$ cat config.mk
export PLATFORM = sky130hd
export DESIGN_NAME = cpu_step_ctrl
export DESIGN_NICKNAME = d
export VERILOG_FILES = /design/src/rtl/cpu_step_ctrl.sv
export SDC_FILE = /design/constraint.sdc
export NUM_CORES = 1
export LEC_CHECK = 0
export BUFFER_PORTS_ARGS = -buffer_cell sky130_fd_sc_hd__buf_2
export CAP_MARGIN = 10
export CORE_MARGIN = 2
export CORE_UTILIZATION = 54
export DETAILED_ROUTE_END_ITERATION = 8
export GPL_TIMING_DRIVEN = 1
export HOLD_SLACK_MARGIN = 0.1
export PLACE_DENSITY_LB_ADDON = 0.15
export SLEW_MARGIN = 20
export SYNTH_ARGS = -nofsm -noshare
export SYNTH_HDL_FRONTEND = slang
export SYNTH_SLANG_ARGS = --single-unit
export TNS_END_PERCENT = 20
$ cat constraint.sdc
create_clock -name clk -period 2.25 [get_ports clk]
set_input_delay 0.3375 -clock clk [delete_from_list [all_inputs] [get_ports clk]]
set_output_delay 0.3375 -clock clk [all_outputs]
set_load 0.02 [all_outputs]
$ cat src/rtl/cpu_step_ctrl.sv
// cpu_step_ctrl: step/run clock-enable generator upstream of the MIPS core.
// Optional build macro AUTOREPEAT_EN adds hold-to-repeat stepping in HELD.
module cpu_step_ctrl #(
  parameter int DEBOUNCE_CYCLES = 1_000_000,
  parameter int RUN_DIV         = 75_000_000,
  parameter int REPEAT_DELAY    = 50_000_000,
  parameter int REPEAT_PERIOD   = 25_000_000
) (
  input  logic        clk,
  input  logic        reset,
  input  logic        run,
  input  logic        step,
  output logic        cpu_en,
  output logic [15:0] step_count,
  output logic        run_active,
  output logic        step_db
);

  typedef enum logic [1:0] {
    S_IDLE = 2'd0,
    S_HELD = 2'd1,
    S_RUN  = 2'd2
  } state_t;

  localparam int DBW =
    (DEBOUNCE_CYCLES > 1) ? $clog2(DEBOUNCE_CYCLES) : 1;
  localparam int DVW =
    (RUN_DIV > 1) ? $clog2(RUN_DIV) : 1;

  localparam logic [DBW-1:0] DB_LAST =
    DBW'(DEBOUNCE_CYCLES - 1);
  localparam logic [DVW-1:0] DV_LAST =
    DVW'(RUN_DIV - 1);

  // synchroniser flops
  logic r_run_ff1;
  logic r_run_s;
  logic r_step_ff1;
  logic r_step_s;

  // debounce state
  logic [DBW-1:0] r_db_cnt;
  logic           r_step_db;
  logic           r_step_db_q;
  logic           w_db_rise;

  // control state
  state_t         r_state;
  state_t         w_state_nxt;
  logic [DVW-1:0] r_div;
  logic [DVW-1:0] w_div_nxt;
  logic           r_cpu_en;
  logic           w_fire;
  logic [15:0]    r_count;

`ifdef AUTOREPEAT_EN
  localparam int RMAX =
    (REPEAT_DELAY > REPEAT_PERIOD) ? REPEAT_DELAY
                                   : REPEAT_PERIOD;
  localparam int HW =
    (RMAX > 1) ? $clog2(RMAX) : 1;
  localparam logic [HW-1:0] RD_LAST =
    HW'(REPEAT_DELAY - 1);
  localparam logic [HW-1:0] RP_LAST =
    HW'(REPEAT_PERIOD - 1);

  logic [HW-1:0] r_hold_cnt;
  logic [HW-1:0] w_hold_cnt_nxt;
  logic          r_hold_rep;
  logic          w_hold_rep_nxt;
`endif

  // two-flop synchronisers for the raw switch and button
  always_ff @(posedge clk) begin
    if (reset) begin
      r_run_ff1  <= 1'b0;
      r_run_s    <= 1'b0;
      r_step_ff1 <= 1'b0;
      r_step_s   <= 1'b0;
    end else begin
      r_run_ff1  <= run;
      r_run_s    <= r_run_ff1;
      r_step_ff1 <= step;
      r_step_s   <= r_step_ff1;
    end
  end

  // debounce: step_db follows step_s only after a stable run
  always_ff @(posedge clk) begin
    if (reset) begin
      r_db_cnt    <= '0;
      r_step_db   <= 1'b0;
      r_step_db_q <= 1'b0;
    end else begin
      r_step_db_q <= r_step_db;
      if (r_step_s == r_step_db) begin
        r_db_cnt <= '0;
      end else if (r_db_cnt == DB_LAST) begin
        r_step_db <= r_step_s;
        r_db_cnt  <= '0;
      end else begin
        r_db_cnt <= r_db_cnt + 1'b1;
      end
    end
  end

  assign w_db_rise = r_step_db & ~r_step_db_q;

  // next-state, divider and enable request decode
  always_comb begin
    w_state_nxt = r_state;
    w_fire      = 1'b0;
    w_div_nxt   = '0;
`ifdef AUTOREPEAT_EN
    w_hold_cnt_nxt = '0;
    w_hold_rep_nxt = 1'b0;
`endif
    unique case (r_state)
      S_IDLE: begin
        if (r_run_s) begin
          w_state_nxt = S_RUN;
        end else if (w_db_rise) begin
          w_fire      = 1'b1;
          w_state_nxt = S_HELD;
        end
      end
      S_HELD: begin
        if (r_run_s) begin
          w_state_nxt = S_RUN;
        end else if (!r_step_db) begin
          w_state_nxt = S_IDLE;
        end else begin
`ifdef AUTOREPEAT_EN
          w_hold_rep_nxt = r_hold_rep;
          w_hold_cnt_nxt = r_hold_cnt + 1'b1;
          if (!r_hold_rep && r_hold_cnt == RD_LAST) begin
            w_fire         = 1'b1;
            w_hold_cnt_nxt = '0;
            w_hold_rep_nxt = 1'b1;
          end else if (r_hold_rep &&
                       r_hold_cnt == RP_LAST) begin
            w_fire         = 1'b1;
            w_hold_cnt_nxt = '0;
          end
`else
          w_state_nxt = S_HELD;
`endif
        end
      end
      S_RUN: begin
        if (!r_run_s) begin
          w_state_nxt = r_step_db ? S_HELD : S_IDLE;
        end else if (r_div == DV_LAST) begin
          w_fire    = 1'b1;
          w_div_nxt = '0;
        end else begin
          w_div_nxt = r_div + 1'b1;
        end
      end
      default: begin
        w_state_nxt = S_IDLE;
      end
    endcase
  end

  // state, divider, registered enable and enable counter
  always_ff @(posedge clk) begin
    if (reset) begin
      r_state  <= S_IDLE;
      r_div    <= '0;
      r_cpu_en <= 1'b0;
      r_count  <= '0;
    end else begin
      r_state  <= w_state_nxt;
      r_div    <= w_div_nxt;
      r_cpu_en <= w_fire;
      if (w_fire) begin
        r_count <= r_count + 16'd1;
      end
    end
  end

`ifdef AUTOREPEAT_EN
  // hold timer, zero whenever the FSM is outside HELD
  always_ff @(posedge clk) begin
    if (reset) begin
      r_hold_cnt <= '0;
      r_hold_rep <= 1'b0;
    end else begin
      r_hold_cnt <= w_hold_cnt_nxt;
      r_hold_rep <= w_hold_rep_nxt;
    end
  end
`endif

  assign cpu_en     = r_cpu_en;
  assign step_count = r_count;
  assign run_active = (r_state == S_RUN);
  assign step_db    = r_step_db;

endmodule

Yosys cells after proc, flatten, opt, wreduce, memory -nomap -nowiden
Index checks and enable logic that the tools add are counted.

cells by class
  add/subtract/negate cells = 3
  equality and inequality tests = 7
  multiplexer cells = 11
  bitwise logic cells = 5
  reduce and logical (&&, ||, !) cells = 5

operator list
  kind                   number
  $add 27x1->27 const B  1
  $eq 27x27->1 const B   1
  $add 20x1->20 const B  1
  $eq 20x20->1 const B   1
  $add 16x1->16 const B  1
  $mux 2                 4
  $pmux 2 s3             1
  $mux 1                 5
  $not 1->1              4
  $reduce_and 2->1       2
  $reduce_or 4->1        1
  $ne 3x3->1 const B     1
  $reduce_or 3->1        1
  $eq 2x1->1 const B     1
  $eq 2x2->1 const B     1
  $logic_not 2->1        1
  $ne 2x2->1 const B     1
  $pmux 1 s2             1
  $and 1x1->1            1
  $eq 1x1->1             1

storage, ports and cells
  flip-flop bits (word level) = 72
  input bits = 4
  output and inout port bits = 19
  word-level logic and storage cells = 42

Logic depth before layout (Yosys ltp)
Gate-level depths: netlist (run 1).

  depth in word-level cells = 5
  gate-level depth with buffers = 8

Least setup slack after synthesis (run 1)
OpenSTA, ideal clock, no wires.

  path kind = register -> register
  start point = reg r_div[20]
  end point = reg r_count[9], in the netlist step_count[9]
  arrival time = 2.171 ns
  data required time = 2.127 ns
  setup slack = -0.044 ns
  cell stages (with the launch flop) = 7
  buffers on the path = 1
  clock period less this slack = 2.294 ns
  cells stage by stage = dfxtp_1 -> nand4_2 -> or4_1 -> or4_1 -> buf_2 -> o41ai_2 -> mux2_1

on the way
  word-level cells in the longest chain between the ends = 4

ends and longest elaborated chain
  element                 line  source
  from (decl)             50    logic [DVW-1:0] r_div;
  from (signal assigned)  175   r_div <= w_div_nxt;
  $eq 27x27->1            153   end else if (r_div == DV_LAST) begin
  $mux 1                  153
  $mux 1                  151   if (!r_run_s) begin
  $pmux 1 s2              118   unique case (r_state)
  to (signal assigned)    178   r_count <= r_count + 16'd1;
  to (decl)               54    logic [15:0] r_count;

No other way between the ends.
A chain may end at the register's enable or synchronous reset.

Worst setup path in the final report (run 1)
  start point = reg r_div[22]
  end point = reg r_count[8], in the netlist step_count[8]

Same word-level chain as after synthesis.

==> flow_metrics.env, run 1 <==
export IMPL_worst_slew_pin_slew_ns=0.551
export IMPL_hold_buffers=0
export IMPL_cts_path_max_buffers=2
export IMPL_min_to="r_run_ff1"
export IMPL_hold_slack_ns=0.233
export IMPL_grt_max_degree=30
export IMPL_die_area_um2=6990
export IMPL_cts_tree="done"
export IMPL_drive_gt1_share_pct=24.2
export IMPL_clockPowerShare_pct=48.7
export IMPL_overflow=0
export IMPL_dp_hpwl_um=4640
export IMPL_cp_arrival_ns=2.49
export IMPL_worstPathCellList="nand4_4 -> or4_4 -> or4_4 -> buf_2 -> o32ai_1 -> mux2_2"
export IMPL_dieWidth_um=83.6
export IMPL_worstRegToRegCells=6
export IMPL_yosys_area_top_type="dfxtp_1"
export IMPL_ant_nets=0
export IMPL_swShare_pct=19.7
export IMPL_clkTransAtPathRegs_ns=0.08
export IMPL_period_needed_ns=2.25
export IMPL_fp_row_count=28
export IMPL_cp_common_cell="or4_4"
export IMPL_ys_flop_type="dfxtp_1"
export IMPL_wl_per_cell_um=13.5
export IMPL_cp_slowest_cell="or4_4"
export IMPL_ys_top_cells_by_area="dfxtp_1 (42%), nor2_1 (8.4%), xor2_1 (6.7%)"
export IMPL_cp_required_ns=2.49
export IMPL_ys_seq_elements=72
export IMPL_ys_seq_area_share_pct=42.1
export IMPL_synth_net_count=407
export IMPL_reg2reg_slack_ns=-0.004
export IMPL_cts_htree_levels=3
export IMPL_max_freq_mhz=444
export IMPL_clk_latency_ns=0.34
export IMPL_r2r_end="step_count[8]"
export IMPL_synth_edff_count=0
export IMPL_gp_congestion=0.817
export IMPL_areaGrowthSynthToFinish_pct=24.0
export IMPL_hold_path_class="in2reg"
export IMPL_grt_pass1_vias=2740
export IMPL_startpoint_type="register"
export IMPL_ys_warn_count=0
export IMPL_status="finished with violations"
export IMPL_min_from="run"
export IMPL_diodes=0
export IMPL_cap_violations=0
export IMPL_yosys_top_cells_count="nor2_1 (77), dfxtp_1 (72), nand2_1 (33)"
export IMPL_yosysUniqueCellTypes=41
export IMPL_routed_wl_um=7220
export IMPL_cts_root_buf="clkbuf_8"
export IMPL_violations="negative setup slack"
export IMPL_syn_avg_cell_area_um2=8.55
export IMPL_drv_slew=0
export IMPL_first_iter_violations=203
export IMPL_fin_worst_skew_ns=0.0160
export IMPL_critical_path_class="reg2reg"
export IMPL_cp_end_kind="register"
export IMPL_pwr_share_seq_pct=50.0
export IMPL_cp_max_fo=6
export IMPL_cts_sinks=72
export IMPL_finalCritPeriodShare_pct=100
export IMPL_setup_viol=2
export IMPL_nets=460
export IMPL_dieHeight_um=83.6
export IMPL_setup_ws_ns=-0.00398
export IMPL_finalPower_uw=2560
export IMPL_firstDrtPassIters=4
export IMPL_p_int_uw=2060
export IMPL_route_detailed_drc=0
export IMPL_synth_cells=400
export IMPL_r2r_start="r_div[22]"
export IMPL_fillCellCount=477
export IMPL_rsz0062_at_grt="true"
export IMPL_synth_async_sr_flop_share_pct=0
export IMPL_core_um2=6030
export IMPL_grt_usage_pct=21.2
export IMPL_hold_violations=0
export IMPL_grt_pass1_wl_um=12400
export IMPL_p_per_area_nw_per_um2=604
export IMPL_antenna_found_initial=0
export IMPL_slowest_delay_ns=0.52
export IMPL_yosys_area_top_type_share_pct=42.1
export IMPL_routed_via_density=5.50
export IMPL_ios=23
export IMPL_hold_path_depth=2
export IMPL_leakagePower_uw=0.00161
export IMPL_port_buffers=22
export IMPL_power_switching_uw=505
export IMPL_max_slew_margin_pct=63.2
export IMPL_numCtsBuffers=9
export IMPL_synth_area_um2=3420
export IMPL_yosysMostFrequentCell="nor2_1"
export IMPL_start_util_pct=56.8
export IMPL_peakVddDrop_uv=466
export IMPL_p_comb_share_pct=1.3
export IMPL_num_vias=2932
[cell families (layout without fill, tap and decap cells)]
family                   count (synthesis)  in the layout  synth area share, %
AO/OA/AOI/OAI                           18             18                 3.84
multiplexers                            17             17                 5.52
XOR/XNOR                                43             43                 11.0
adder cells (fa/ha/maj)                  3              3                 1.10
buffers and inverters                   21             79                 2.63
AND/OR/NAND/NOR                        226            226                 33.8
flip-flops                              72             72                 42.1
[power groups by stage]
stage	clock network, uW	logic, uW	registers (uW)
finish	1250	32.7	1280
global route	1330	36.7	1280
CTS	1270	32.3	1280
detailed placement	0	32.0	1310
global placement	0	31.0	1310
floorplan	0	23.8	1310
[cell type report]
| cell class | count | area [um^2] | share of cell area, % |
|---|---|---|---|
| Inverter | 7 | 26.3 | 0.619 |
| Timing Repair Buffer | 56 | 387 | 9.11 |
| Clock inverter | 5 | 104 | 2.45 |
| Tap cell | 75 | 93.8 | 2.21 |
| Clock buffer | 11 | 141 | 3.33 |
| Multi-Input combinational cell | 307 | 2040 | 48.2 |
| Sequential cell | 72 | 1450 | 34.1 |
[worst max-delay path, delay by kind of cell (launching register included)]
kind	cells	cell delay (ns)
simple gates	3	1.03
mux	1	0.38
compound gates	1	0.19
flops	1	0.35
buf+inv	1	0.19
[routing by layer]
metal | GRT usage, % | share of wire [%]
met5 | 0 | 0
met4 | 8.65 | 2.1
met3 | 5.14 | 3.9
met2 | 33.0 | 47
met1 | 28.2 | 47
[cell usage in the layout (no fill, tap or decap), types with 2 or more instances in the layout]
cell,n
or3_1,2
nand4b_1,2
nand2_1,33
xor2_1,26
xnor2_1,17
buf_2,23
nand2b_1,3
ha_1,3
o21ai_2,2
bufinv_16,3
o22ai_2,2
buf_4,30
and4_1,7
nor4_1,2
mux2_2,8
mux2i_1,2
dfxtp_1,68
or4_4,2
nand4_1,17
inv_1,7
nor3_1,7
clkbuf_8,10
and3_1,9
nor2_1,77
o22ai_4,3
nor4b_1,2
nor4b_2,2
or2_2,2
o22ai_1,3
mux2_4,6
nor2b_1,23
o41ai_4,2
nand3_1,30
dfxtp_2,4
[what timing repair did]
action	CTS	global route
pin swaps	0	1
endpoints found under the setup margin	10	42
gates resized for setup	12	17
setup buffers	1	0
gates cloned	1	0
[sequential cells by signal, summed over array words and instances (netlist names), 2 cells and up]
signal / flops
r_state: 2
r_db_cnt: 20
step_count: 16
r_div: 27
[worst max-delay path by stage]
stage / end / from / slack [ns]
floorplan: step_count[9] / r_div[20] / 0.04
global placement: step_count[9] / r_div[22] / -0.04
detailed placement: step_count[6] / r_div[22] / -0.06
CTS: step_count[9] / r_div[22] / -0.07
global route: step_count[6] / r_div[22] / -0.07
finish: step_count[8] / r_div[22] / -0.004
[metrics by stage]
stage               utilization (%)  setup WS (ns)  cell area [um^2]  std cells  setup TNS (ns)
floorplan                         -         0.0397              3430        400               0
global placement               63.4        -0.0415              3820        515         -0.0669
detailed placement             63.4        -0.0640              3820        515          -0.268
CTS                            68.8        -0.0668              4140        533          -0.138
global route                   70.4        -0.0730              4240        533          -0.753
finish                         70.4       -0.00398              4240        533        -0.00551
(Power assumes the default switching activity.)
==> run 2, diff against run 1 <==
--- a/config.mk
+++ b/config.mk
@@ -5,6 +5,7 @@
 export SDC_FILE = /design/constraint.sdc
 export NUM_CORES = 1
 export LEC_CHECK = 0
+export ABC_CLOCK_PERIOD_IN_PS = 2250
 export BUFFER_PORTS_ARGS = -buffer_cell sky130_fd_sc_hd__buf_2
 export CAP_MARGIN = 10
 export CORE_MARGIN = 2
@@ -12,7 +13,7 @@
 export DETAILED_ROUTE_END_ITERATION = 8
 export GPL_TIMING_DRIVEN = 1
 export HOLD_SLACK_MARGIN = 0.1
-export PLACE_DENSITY_LB_ADDON = 0.15
+export PLACE_DENSITY = 0.75
 export SLEW_MARGIN = 20
 export SYNTH_ARGS = -nofsm -noshare
 export SYNTH_HDL_FRONTEND = slang
==> run 2 against run 1 <==
- clock skew shrank 0.0038 ns
- critical path type unchanged
- sequential power is essentially flat
- clock power shrank 27%
- critical endpoint is now step_count[14]
- first-iteration DRC count shrank 17%
- the run still ends with negative setup slack left
- flip-flop and latch count is the same
==> flow_metrics.env, run 2 (synthesis gave the netlist of run 1 again) <==
export IMPL_p_comb_share_pct=1.4
export IMPL_crit_family="simple AND/OR/NAND/NOR gates"
export IMPL_seq_area_um2=1450
export IMPL_startpoint_type="register"
export IMPL_status="finished with violations"
export IMPL_port_buffers=22
export IMPL_fin_worst_skew_ns=0.0123
export IMPL_max_slew_margin_pct=64.9
export IMPL_swShare_pct=21.7
export IMPL_route_detailed_drc=0
export IMPL_crit_buf_inv=2
export IMPL_pwr_share_seq_pct=57.6
export IMPL_regMostFlops="r_div"
export IMPL_postPlaceCellArea_um2=3820
export IMPL_grt_pass1_wl_um=11900
export IMPL_hold_path_class="in2reg"
export IMPL_start_util_pct=56.8
export IMPL_fin_tns_setup_ns=-0.0103
export IMPL_finalCritPeriodShare_pct=100
export IMPL_cts_root_buf="clkbuf_8"
export IMPL_setup_ws_ns=-0.0103
export IMPL_diodes=0
export IMPL_worst_slew_pin_slew_ns=0.523
export IMPL_cap_violations=0
export IMPL_cts_setup_buffers=0
export IMPL_grt_usage_pct=20.3
export IMPL_routed_wl_um=6800
export IMPL_critical_path_class="reg2reg"
export IMPL_max_freq_mhz=442
export IMPL_fillCellCount=496
export IMPL_die_area_um2=6990
export IMPL_cts_htree_levels=3
export IMPL_dieHeight_um=83.6
export IMPL_hold_violations=0
export IMPL_largest_register_ffs=27
export IMPL_final_common_cell="nor2_1"
export IMPL_firstDrtPassIters=4
export IMPL_clk_latency_ns=0.35
export IMPL_worstPathCellList="nand4_2 -> or4_1 -> or4_4 -> buf_6 -> buf_4 -> o22ai_2 -> mux2_2"
export IMPL_rsz0062_at_grt="true"
export IMPL_dieWidth_um=83.6
export IMPL_areaGrowthSynthToFinish_pct=18.4
export IMPL_first_iter_violations=168
export IMPL_num_vias=2888
export IMPL_cp_max_fo=11
export IMPL_gp_congestion=0.851
export IMPL_drive_gt1_share_pct=22.6
export IMPL_setup_viol=1
export IMPL_clkTransAtPathRegs_ns=0.08
export IMPL_clockPowerShare_pct=40.9
export IMPL_wl_per_cell_um=12.8
export IMPL_dp_hpwl_um=4770
export IMPL_antenna_found_initial=0
export IMPL_leakagePower_uw=0.00149
export IMPL_cp_arrival_ns=2.50
export IMPL_ant_nets=0
export IMPL_power_switching_uw=484
export IMPL_grt_pass1_vias=2749
export IMPL_p_int_uw=1740
export IMPL_peakVddDrop_uv=477
export IMPL_cp_slowest_cell="or4_4"
export IMPL_overflow=0
export IMPL_cts_sinks=72
export IMPL_cp_end_kind="register"
export IMPL_multi_input_comb_area_um2=1940
export IMPL_violations="negative setup slack"
export IMPL_grt_max_degree=34
export IMPL_ios=23
export IMPL_numCtsBuffers=9
export IMPL_mostFrequentLayoutCells="nor2_1 (77), dfxtp_1 (68), nand2_1 (33)"
export IMPL_cp_required_ns=2.49
export IMPL_routed_via_density=5.45
export IMPL_p_per_area_nw_per_um2=549
export IMPL_drv_slew=0
export IMPL_core_um2=6030
export IMPL_cts_path_max_buffers=2
export IMPL_fin_area_um2=4050
export IMPL_slowest_delay_ns=0.49
export IMPL_cts_tree="done"
export IMPL_period_needed_ns=2.26
export IMPL_nets=458
export IMPL_fp_row_count=28
## run 2: cell types whose count changed in the layout (fill, tap and decap cells not counted), sizes merged
cell / change
buf: -2
bufinv: -3
clkbuf: +1
clkinvlp: +1
## run 2: layer usage
layer  vias up  GRT usage [%]  wire length [um]
li1       1478              -                 -
met1      1344           25.5              3250
met2        52           33.5              3170
met3        14           3.66               221
met4         0           9.82               147
met5         -              0                 0
## run 2: area by class of cell
cell class	count	area share (%)
clock inverters	3	0.432
multi-input cells	307	48.0
well taps	75	2.32
flip-flops and latches	72	35.7
inverters	7	0.649
repair buffers	54	9.05
clock buffers	12	3.83
## run 2: through the flow
| stage | total power (uW) | hold WS, ns | worst slack [ns] | instances | util (%) |
|---|---|---|---|---|---|
| final | 2220 | 0.220 | -0.0103 | 530 | 67.2 |
| after global routing | 2300 | 0.221 | -0.0762 | 530 | 67.2 |
| after CTS | 2250 | 0.206 | -0.0417 | 530 | 66.8 |
| after detailed placement | 1340 | 0.424 | -0.0568 | 515 | 63.4 |
| after global placement | 1340 | 0.420 | -0.0131 | 515 | 63.4 |
| after floorplan | 1330 | 0.414 | 0.0397 | 400 | - |
## run 2: path summary, 6_finish.rpt
| check | from | depth (start not counted) | to | slack [ns] |
|---|---|---|---|---|
| worst min-delay path | run | 2 | r_run_ff1 | 0.22 |
| worst max register to register | r_div[22] | 7 | step_count[14] | -0.01 |
| worst max-delay path | r_div[22] | 7 | step_count[14] | -0.01 |
| worst min register to register | r_step_ff1 | 1 | r_step_s | 0.44 |
## run 2: power groups by stage
stage	Combinational [uW]	Sequential (uW)	Clock, uW
after floorplan	23.8	1310	0
after global placement	31.2	1310	0
after detailed placement	31.9	1310	0
after CTS	31.9	1280	934
after global routing	35.8	1280	981
final	31.8	1280	910
## run 2: timing repair
item	CTS	global route
hold buffers	0	0
endpoints found under the setup margin	9	41
resized for setup	6	4
pin swaps	1	0
==> run 3, diff against run 2 <==
--- a/config.mk
+++ b/config.mk
@@ -8,12 +8,12 @@
 export ABC_CLOCK_PERIOD_IN_PS = 2250
 export BUFFER_PORTS_ARGS = -buffer_cell sky130_fd_sc_hd__buf_2
 export CAP_MARGIN = 10
-export CORE_MARGIN = 2
 export CORE_UTILIZATION = 54
 export DETAILED_ROUTE_END_ITERATION = 8
 export GPL_TIMING_DRIVEN = 1
 export HOLD_SLACK_MARGIN = 0.1
 export PLACE_DENSITY = 0.75
+export SKIP_LAST_GASP = 1
 export SLEW_MARGIN = 20
 export SYNTH_ARGS = -nofsm -noshare
 export SYNTH_HDL_FRONTEND = slang
==> run 3 against run 2 <==
- the run still ends with negative setup slack left
- worst hold slack better by 0.014 ns
- via count is 0.93% higher
- fmax is 0.77% lower
- utilization is 1.1 points higher
- critical path type unchanged
- largest cell class unchanged
- highest routed layer unchanged
==> flow_metrics.env, run 3 (synthesis gave the netlist of run 1 again) <==
export IMPL_ios=23
export IMPL_leakagePower_uw=0.00152
export IMPL_firstDrtPassIters=4
export IMPL_fillCellCount=495
export IMPL_grt_max_degree=28
export IMPL_route_detailed_drc=0
export IMPL_nets=463
export IMPL_grt_pass1_vias=2761
export IMPL_min_from="step"
export IMPL_ant_nets=0
export IMPL_finalPower_uw=2370
export IMPL_max_slew_margin_pct=65.2
export IMPL_fin_worst_skew_ns=0.00882
export IMPL_hold_path_depth=2
export IMPL_cp_end_kind="register"
export IMPL_diodes=0
export IMPL_multi_input_comb_area_um2=1940
export IMPL_start_util_pct=56.8
export IMPL_hold_path_class="in2reg"
export IMPL_dieWidth_um=81.6
export IMPL_layout_cells_non_filler=535
export IMPL_cts_path_max_buffers=2
export IMPL_cap_violations=0
export IMPL_hold_slack_ns=0.234
export IMPL_finalCritPeriodShare_pct=101
export IMPL_cp_max_fo=6
export IMPL_worstRegToRegCells=7
export IMPL_port_buffers=22
export IMPL_final_common_cell="nor2_1"
export IMPL_slowest_delay_ns=0.51
export IMPL_cts_root_buf="clkbuf_8"
export IMPL_period_needed_ns=2.28
export IMPL_cts_htree_levels=3
export IMPL_cts_sinks=72
export IMPL_r2r_start="r_div[22]"
export IMPL_seq_area_um2=1450
export IMPL_cp_arrival_ns=2.52
export IMPL_fp_row_count=28
export IMPL_setup_viol=6
export IMPL_cp_slowest_cell="or4_4"
export IMPL_regMostFlops="r_div"
export IMPL_numCtsBuffers=9
export IMPL_crit_start="r_div[22]"
export IMPL_critical_path_class="reg2reg"
export IMPL_setup_ws_ns=-0.0278
export IMPL_routed_wl_um=7000
export IMPL_cp_required_ns=2.49
export IMPL_clkTransAtPathRegs_ns=0.08
export IMPL_dieHeight_um=81.6
export IMPL_crit_buf_inv=2
export IMPL_cts_tree="done"
export IMPL_die_area_um2=6660
export IMPL_dp_hpwl_um=4710
export IMPL_drive_gt1_share_pct=23.5
export IMPL_fin_tns_setup_ns=-0.103
export IMPL_hold_violations=0
export IMPL_max_freq_mhz=439
export IMPL_gp_congestion=0.825
export IMPL_areaGrowthSynthToFinish_pct=20.3
export IMPL_drv_slew=0
export IMPL_core_um2=6030
export IMPL_clk_latency_ns=0.34
export IMPL_status="finished with violations"
export IMPL_p_per_area_nw_per_um2=575
export IMPL_wl_per_cell_um=13.1
export IMPL_largest_register_ffs=27
export IMPL_grt_pass1_wl_um=11900
export IMPL_routed_via_density=5.45
export IMPL_cp_depth=7
export IMPL_dp_cells=518
export IMPL_grt_usage_pct=23.2
export IMPL_worst_slew_pin_slew_ns=0.518
export IMPL_num_vias=2915
export IMPL_crit_family="simple AND/OR/NAND/NOR gates"
export IMPL_worstPathCellList="nand4_2 -> or4_1 -> or4_4 -> buf_6 -> buf_4 -> o22ai_1 -> mux2_2"
export IMPL_violations="negative setup slack"
export IMPL_hold_buffers=0
export IMPL_rsz0062_at_grt="true"
export IMPL_antenna_found_initial=0
export IMPL_overflow=0
export IMPL_peakVddDrop_uv=531
export IMPL_mostFrequentLayoutCells="nor2_1 (77), dfxtp_1 (68), buf_4 (35)"
export IMPL_startpoint_type="register"
export IMPL_first_iter_violations=145
-- run 3: worst paths after layout --
path | slack (ns) | to
worst max-delay path | -0.03 | step_count[7]
worst min-delay path | 0.23 | r_step_ff1
worst max register to register | -0.03 | step_count[7]
worst min register to register | 0.43 | r_step_s
-- run 3: what timing repair did --
action,in CTS,in global routing
setup buffers,1,0
cloned,1,0
gates resized for setup,4,7
pin swaps,1,0
setup endpoints to repair,8,14
-- run 3: layer usage --
| metal | GRT usage, % | part of all wire, % |
|---|---|---|
| met4 | 6.84 | 0.87 |
| met3 | 6.78 | 3.6 |
| met2 | 39.0 | 48 |
| met5 | 0 | 0 |
| met1 | 28.7 | 47 |
-- run 3: area by class of cell --
type / instances / share of cell area, %
inverter: 7 / 0.639
multi-input combinational: 307 / 47.1
tap: 75 / 2.28
timing repair buffer: 59 / 9.82
clock buffer: 11 / 3.68
clock inverter: 4 / 1.31
sequential: 72 / 35.2
-- run 3: worst register-to-register path, stage by stage (launching register included) --
cell	delay [ns]
dfxtp_2	0.34
nand4_2	0.13
or4_1	0.41
or4_4	0.51
buf_6	0.16
buf_4	0.14
o22ai_1	0.13
mux2_2	0.34
-- run 3: report_power, final --
group	leakage, uW	internal (uW)	total (uW)	switching (uW)
clock	0.0000976	568	1050	483
sequential	0.000583	1280	1280	3.90
combinational	0.000838	12.4	33.4	21.0
-- run 3: stage by stage --
stage	setup slack [ns]	cell area (um^2)	utilization (%)
after floorplan	0.0397	3430	-
after global placement	-0.0561	3840	63.7
after detailed placement	-0.0833	3840	63.7
after CTS	-0.0460	4080	67.7
after global routing	-0.0857	4110	68.3
final	-0.0278	4110	68.3
